<file path="src/rtl/fnd_scan_ctrl.sv">
// fnd_scan_ctrl: 4-digit common-anode FND scanner with frame-synchronous
// double buffering, dead time between digits and leading-zero blanking.
module fnd_scan_ctrl #(
  parameter int TICK_DIV = 50000,
  parameter int DEAD = 2
) (
  input  logic        clk,
  input  logic        rst_n,
  input  logic        en,
  input  logic [15:0] bcd,
  input  logic        load,
  input  logic        lzb,
  output logic [6:0]  fnd,
  output logic        fndsel1,
  output logic        fndsel2,
  output logic        fndsel3,
  output logic        fndsel4,
  output logic        busy,
  output logic        frame
);
  localparam int MX = TICK_DIV > DEAD ? TICK_DIV : DEAD;
  localparam int CW = $clog2(MX + 1);
  localparam logic [CW-1:0] TL = CW'(TICK_DIV - 1);
  localparam logic [CW-1:0] DL = CW'(DEAD == 0 ? 0 : DEAD - 1);

  typedef enum logic [1:0] {IDLE, SHOW, GAP} state_t;

  state_t state, state_n;
  logic [1:0] dig, dig_n;
  logic [CW-1:0] cnt, cnt_n;
  logic [15:0] pend, pend_n, disp, disp_n, cv;
  logic busy_n, show_end, gap_end, frame_end, frame_n;
  logic [3:0] sel, d;
  logic z3, z2, z1, blank, on;

  function automatic logic [6:0] seg(input logic [3:0] v);
    case (v)
      4'd0: seg = 7'b1000000;
      4'd1: seg = 7'b1111001;
      4'd2: seg = 7'b0100100;
      4'd3: seg = 7'b0110000;
      4'd4: seg = 7'b0011001;
      4'd5: seg = 7'b0010010;
      4'd6: seg = 7'b0000010;
      4'd7: seg = 7'b1111000;
      4'd8: seg = 7'b0000000;
      4'd9: seg = 7'b0010000;
      default: seg = 7'h7F;
    endcase
  endfunction

  assign show_end = state == SHOW && cnt == TL;
  assign gap_end = state == GAP && cnt == DL;
  assign frame_end = dig == 2'd3 && (DEAD == 0 ? show_end : gap_end);
  assign cv = load ? bcd : busy ? pend : disp;

  always_comb begin
    state_n = state;
    dig_n = dig;
    cnt_n = cnt;
    pend_n = pend;
    disp_n = disp;
    busy_n = busy;
    if (state == IDLE) begin
      disp_n = load ? bcd : disp;
      state_n = en ? SHOW : IDLE;
      dig_n = '0;
      cnt_n = '0;
    end else if (!en) begin
      state_n = IDLE;
      dig_n = '0;
      cnt_n = '0;
      disp_n = cv;
      busy_n = 1'b0;
    end else begin
      cnt_n = (show_end || gap_end) ? '0 : cnt + 1'b1;
      state_n = (show_end && DEAD != 0) ? GAP : gap_end ? SHOW : state;
      dig_n = (gap_end || (show_end && DEAD == 0)) ? dig + 1'b1 : dig;
      pend_n = load ? bcd : pend;
      busy_n = frame_end ? 1'b0 : (busy | load);
      disp_n = frame_end ? cv : disp;
    end
  end

  // Outputs are computed from the next-state values so they line up with the state register.
  assign d = disp_n[{dig_n, 2'b00} +: 4];
  assign z3 = disp_n[15:12] == 4'd0;
  assign z2 = z3 && disp_n[11:8] == 4'd0;
  assign z1 = z2 && disp_n[7:4] == 4'd0;
  assign blank = lzb && (dig_n == 2'd3 ? z3 : dig_n == 2'd2 ? z2 : dig_n == 2'd1 ? z1 : 1'b0);
  assign on = state_n == SHOW && !blank;
  assign frame_n = dig_n == 2'd3 && (DEAD == 0 ? (state_n == SHOW && cnt_n == TL) : (state_n == GAP && cnt_n == DL));

  always_ff @(posedge clk) begin
    if (!rst_n) begin
      state <= IDLE;
      dig <= '0;
      cnt <= '0;
      pend <= '0;
      disp <= '0;
      busy <= 1'b0;
      frame <= 1'b0;
      fnd <= 7'h7F;
      sel <= 4'hF;
    end else begin
      state <= state_n;
      dig <= dig_n;
      cnt <= cnt_n;
      pend <= pend_n;
      disp <= disp_n;
      busy <= busy_n;
      frame <= frame_n;
      fnd <= on ? seg(d) : 7'h7F;
      sel <= on ? ~(4'b0001 << dig_n) : 4'hF;
    end
  end

  assign {fndsel4, fndsel3, fndsel2, fndsel1} = sel;
endmodule

</file>
<file path="config.mk">
export PLATFORM = sky130hd
export DESIGN_NAME = fnd_scan_ctrl
export DESIGN_NICKNAME = d
export VERILOG_FILES = /design/src/rtl/fnd_scan_ctrl.sv
export SDC_FILE = /design/constraint.sdc
export NUM_CORES = 1
export LEC_CHECK = 0
export CORE_ASPECT_RATIO = 0.5
export CORE_MARGIN = 4
export CORE_UTILIZATION = 43
export CTS_CLUSTER_DIAMETER = 200
export CTS_CLUSTER_SIZE = 28
export DETAILED_ROUTE_END_ITERATION = 7
export HOLD_SLACK_MARGIN = 0.06
export PLACE_DENSITY = 0.72
export SYNTH_ARGS = -nofsm -noshare
export SYNTH_HDL_FRONTEND = slang
export SYNTH_SLANG_ARGS = --single-unit
</file>
<file path="constraint.sdc">
create_clock -name clk -period 3.1 [get_ports clk]
set_input_delay 0.62 -clock clk [delete_from_list [all_inputs] [get_ports clk]]
set_output_delay 0.62 -clock clk [all_outputs]
set_load 0.03 [all_outputs]
</file>
==> results.md <==
Routing:
- Once detail routing completed, the nets flagged for antenna violations numbered 0.
- The mean number of vias per cell is 5.62.
- The first detailed-routing pass ran for 5 iterations.
- For this block, the via count after detailed routing is 3870.
- The final routed wire length divided by cell count is 16.1 um.
- The number of DRC markers in iteration 0 is 375.
- In the routed design, unresolved DRC markers number 0.
- After detailed routing, the total wire length is 11100 um.

Power:
- Across the VDD grid, the largest voltage drop is 277 uV.
- Power spread over the standard cell area amounts to 435 mW/mm^2.
- For this design the static power due to leakage is 2.03 nW.

Global route:
- After global routing the overflow that remains totals 0.
- The via count of the first global-routing pass is 3523.
- The wire length of the first global-routing pass is 17300 um.
- The number of antenna violations at the first check in global routing is 0.
- Global routing used 21.4% of the available tracks across all layers.
- Entering global routing, the biggest net connects 29 pins.

Worst hold path:
- The worst hold path begins at pend[10].
- The worst hold path stage count is 2.
- The tightest min-delay check is of the register to register type.
- The destination of the worst hold path is pend[10].

Synthesis:
- After technology mapping, the gate count stands at 466.
- The synthesized netlist net count is 496.
- In this run, distinct cell masters in the synthesized netlist total 58.
- The number of warnings reported in the yosys synthesis log is 0.
- Sequential cells were found to cover 35.8% of the synthesized design area.
- The average size of a mapped cell is 7.80 sq um.
- Of all flip-flops after synthesis, the portion carrying an async set or reset was 0%.
- The commonest register cell after synthesis is dfxtp_1.
- The number of synthesized flops with an enable pin is 0.
- The count of state elements after synthesis is 65.
- The cell area that synthesis handed to floorplanning was 0.00363 sq mm.

Floorplan:
- The region available for standard cell placement spans 0.00812 sq mm.
- The die is 138 um wide.
- Once the floorplan was initialized, standard cells occupied 44.8% of the core.
- The floorplan step defined a die boundary enclosing 0.0101 sq mm.
- The floorplan has 23 rows.
- The chip height is 73.0 um.
- Pin placement for this block handled 34 I/O pins.

Setup path:
- In this run the critical register-to-register path is launched from cnt[1].
- The destination of the worst register-to-register timing path is fnd[3].
- Counting cells, the worst reg-to-reg path comes to 16.
- In this run the worst path has a maximum fanout of 9.
- STA classifies the critical path startpoint as a primary input.
- The element type at the critical path end is a register.
- The setup path with the least slack is of type primary input to register.
- The critical path data arrival time is 3300 ps.
- The worst setup slack for register-to-register paths is 90 ps.
- STA puts the critical path data required time at 3390 ps.

Timing:
- The worst pin sits at a relative slew slack of 60.3%.
- Based on the critical path, the design can be clocked at up to 332 MHz.
- The clock arrives with 4.17 ps of skew.
- The number of setup violations in the final report is 0.
- Setup repair after global routing could not meet its margin everywhere.
- The number of failing hold endpoints at the final stage came to 0.
- At the pin with the least slew margin, the transition time is 594 ps.
- The portion of the clock cycle consumed by the worst path in the final layout is 97.1%.
- For the finished layout, the period the worst path requires is 3010 ps.
- The final count of pins violating max slew is 0.
- After routing, the total negative slack on setup checks comes to 0 ps.

Clock network:
- In this run the clock root is driven by a clkbuf_16.
- The TritonCTS sink count is 65.
- In this run, CTS created clock tree buffers numbering 9.
- After clock tree synthesis, the clock-pin slew on the worst setup and hold paths is 50 ps.
- The clock tree from TritonCTS is done.
- The longest clock path from root to sink contains 2 buffers.
- The clock reaches the later pin of the worst-skew pair after 340 ps.
- The number of H-tree levels is 3.

Final layout:
- The ratio of cells with drive above 1 in the final layout is 26.3%.
- The number of inserted diodes is 0.
- The post-synthesis to final-layout area growth is 42.1%.
- The final core utilization is 63.6%.
- After the last flow step, the layout net total stands at 602.

Placement:
- The routability congestion estimate is 0.955.
- The number of buffers added on ports is 33.
- Summed over all nets, the half-perimeter wirelength after detailed placement is 7980 um.

Status:
- The flow ran to the end, and the final reports show no timing, DRC or antenna violations.

Flow run:
- Across the run, the number of max-cap violations was 0.
## worst max-delay path, cell delays in order
cell and delay (ps):
clkdlybuf4s50_1 440, buf_4 190, buf_4 160, a21oi_1 350, a2111oi_2 140, buf_4 160, a2111oi_4 340, inv_1 120
buf_4 150, buf_4 140, ha_1 180, mux2i_1 140, o21ai_1 90, nand2_1 60
## Yosys cell counts (all sizes together) (4+ instances only)
| master | count | area [sq um] |
|---|---|---|
| and2 | 10 | 62.6 |
| dfxtp | 65 | 1300 |
| a211oi | 5 | 37.5 |
| xnor2 | 7 | 61.3 |
| a31oi | 4 | 25.0 |
| nor2 | 51 | 191 |
| nor4 | 5 | 37.5 |
| a2111oi | 4 | 60.1 |
| or2 | 4 | 25.0 |
| a21oi | 35 | 179 |
| inv | 12 | 45.0 |
| ha | 9 | 113 |
| nand2 | 76 | 285 |
| nand3 | 21 | 105 |
| nand4 | 4 | 25.0 |
| o21ai | 20 | 108 |
| buf | 11 | 63.8 |
| mux2 | 4 | 45.0 |
| o211ai | 4 | 30.0 |
| nand2b | 5 | 31.3 |
| clkbuf | 17 | 63.8 |
| nor3 | 18 | 95.1 |
| and3 | 7 | 43.8 |
| mux2i | 8 | 80.1 |
| a221o | 4 | 40.0 |
| o22a | 4 | 35.0 |
| xor2 | 9 | 78.8 |
| o22ai | 11 | 68.8 |
## report_power, final
group	total, mW	leakage, nW	switching, mW	internal, mW
clock network	1.01	0.144	0.363	0.642
registers	0.881	0.531	0.0169	0.864
logic	0.358	1.35	0.188	0.170
total	2.24	2.03	0.568	1.68
## state kept, by name, indices dropped and copies added, names as in the netlist
register,flops
state,2
fnd,7
disp,16
busy,1
cnt,16
pend,16
frame,1
dig,2
sel,4
## stage by stage
stage	power, mW	cells	instance area [sq um]	hold WS (ps)	setup slack [ps]
floorplan	1.07	466	3670	436	8.01
global placement	1.21	665	4640	443	-276
finish	2.24	689	5160	455	91.0
CTS	2.22	681	4940	455	7.20
global route	2.31	689	5160	474	-75.3
detailed placement	1.21	665	4640	448	-396
## cells by family (layout without fill, tap and decap cells)
| kind of cell | after synthesis | after routing | share of synthesized area (%) |
|---|---|---|---|
| AOI/OAI and AO/OA | 118 | 118 | 22.4 |
| xor gates and xnor gates | 16 | 16 | 3.86 |
| adders and majority gates | 9 | 9 | 3.10 |
| buffers and inverters | 40 | 151 | 4.75 |
| DFF | 65 | 65 | 35.8 |
| muxes | 12 | 12 | 3.44 |
| and+or+nand+nor | 206 | 206 | 26.7 |
## cells in the final DEF, fill, tap and decap left out, drive strengths merged, types with 5 or more instances in the layout
master,n
a211oi,5
a21oi,35
and2,10
and3,7
buf,90
clkbuf,13
clkdlybuf4s50,33
dfxtp,65
ha,9
inv,12
mux2i,8
nand2,76
nand2b,5
nand3,21
nor2,51
nor3,18
nor4,5
o21ai,20
o22ai,11
xnor2,7
xor2,9
## area by class of cell
cell class              instances  area, sq um
fillers                       690         2950
repair buffers                123         1030
multi-input cells             361         2360
clock inverters                 3         40.0
inverters                      12         45.0
clock buffers                  13          250
well taps                     112          140
flip-flops and latches         65         1300
## repair_timing
action / CTS / global route
endpoints found under the hold margin: 0 / 0
endpoints found under the setup margin: 3 / 11
setup buffers: 0 / 9
pin swaps: 0 / 17
gates resized for setup: 3 / 46
hold buffers: 0 / 0
## metal layers
metal	share of wire, %	vias up	GRT usage [%]
met4	2.5	0	8.76
li1	-	1867	-
met5	0	-	0
met2	45	153	35.1
met3	7.4	32	5.17
met1	45	1818	27.6
## worst max path at each step
stage | from | to | slack, ps
6_report | load | fnd[4] | 90
5_1_grt | cnt[1] | fnd[0] | -80
4_1_cts | cnt[1] | fnd[5] | 7
3_5_place_dp | en | fnd[5] | -400
3_3_place_gp | en | fnd[5] | -280
2_1_floorplan | busy | fnd[5] | 8
(Power assumes the default switching activity.)
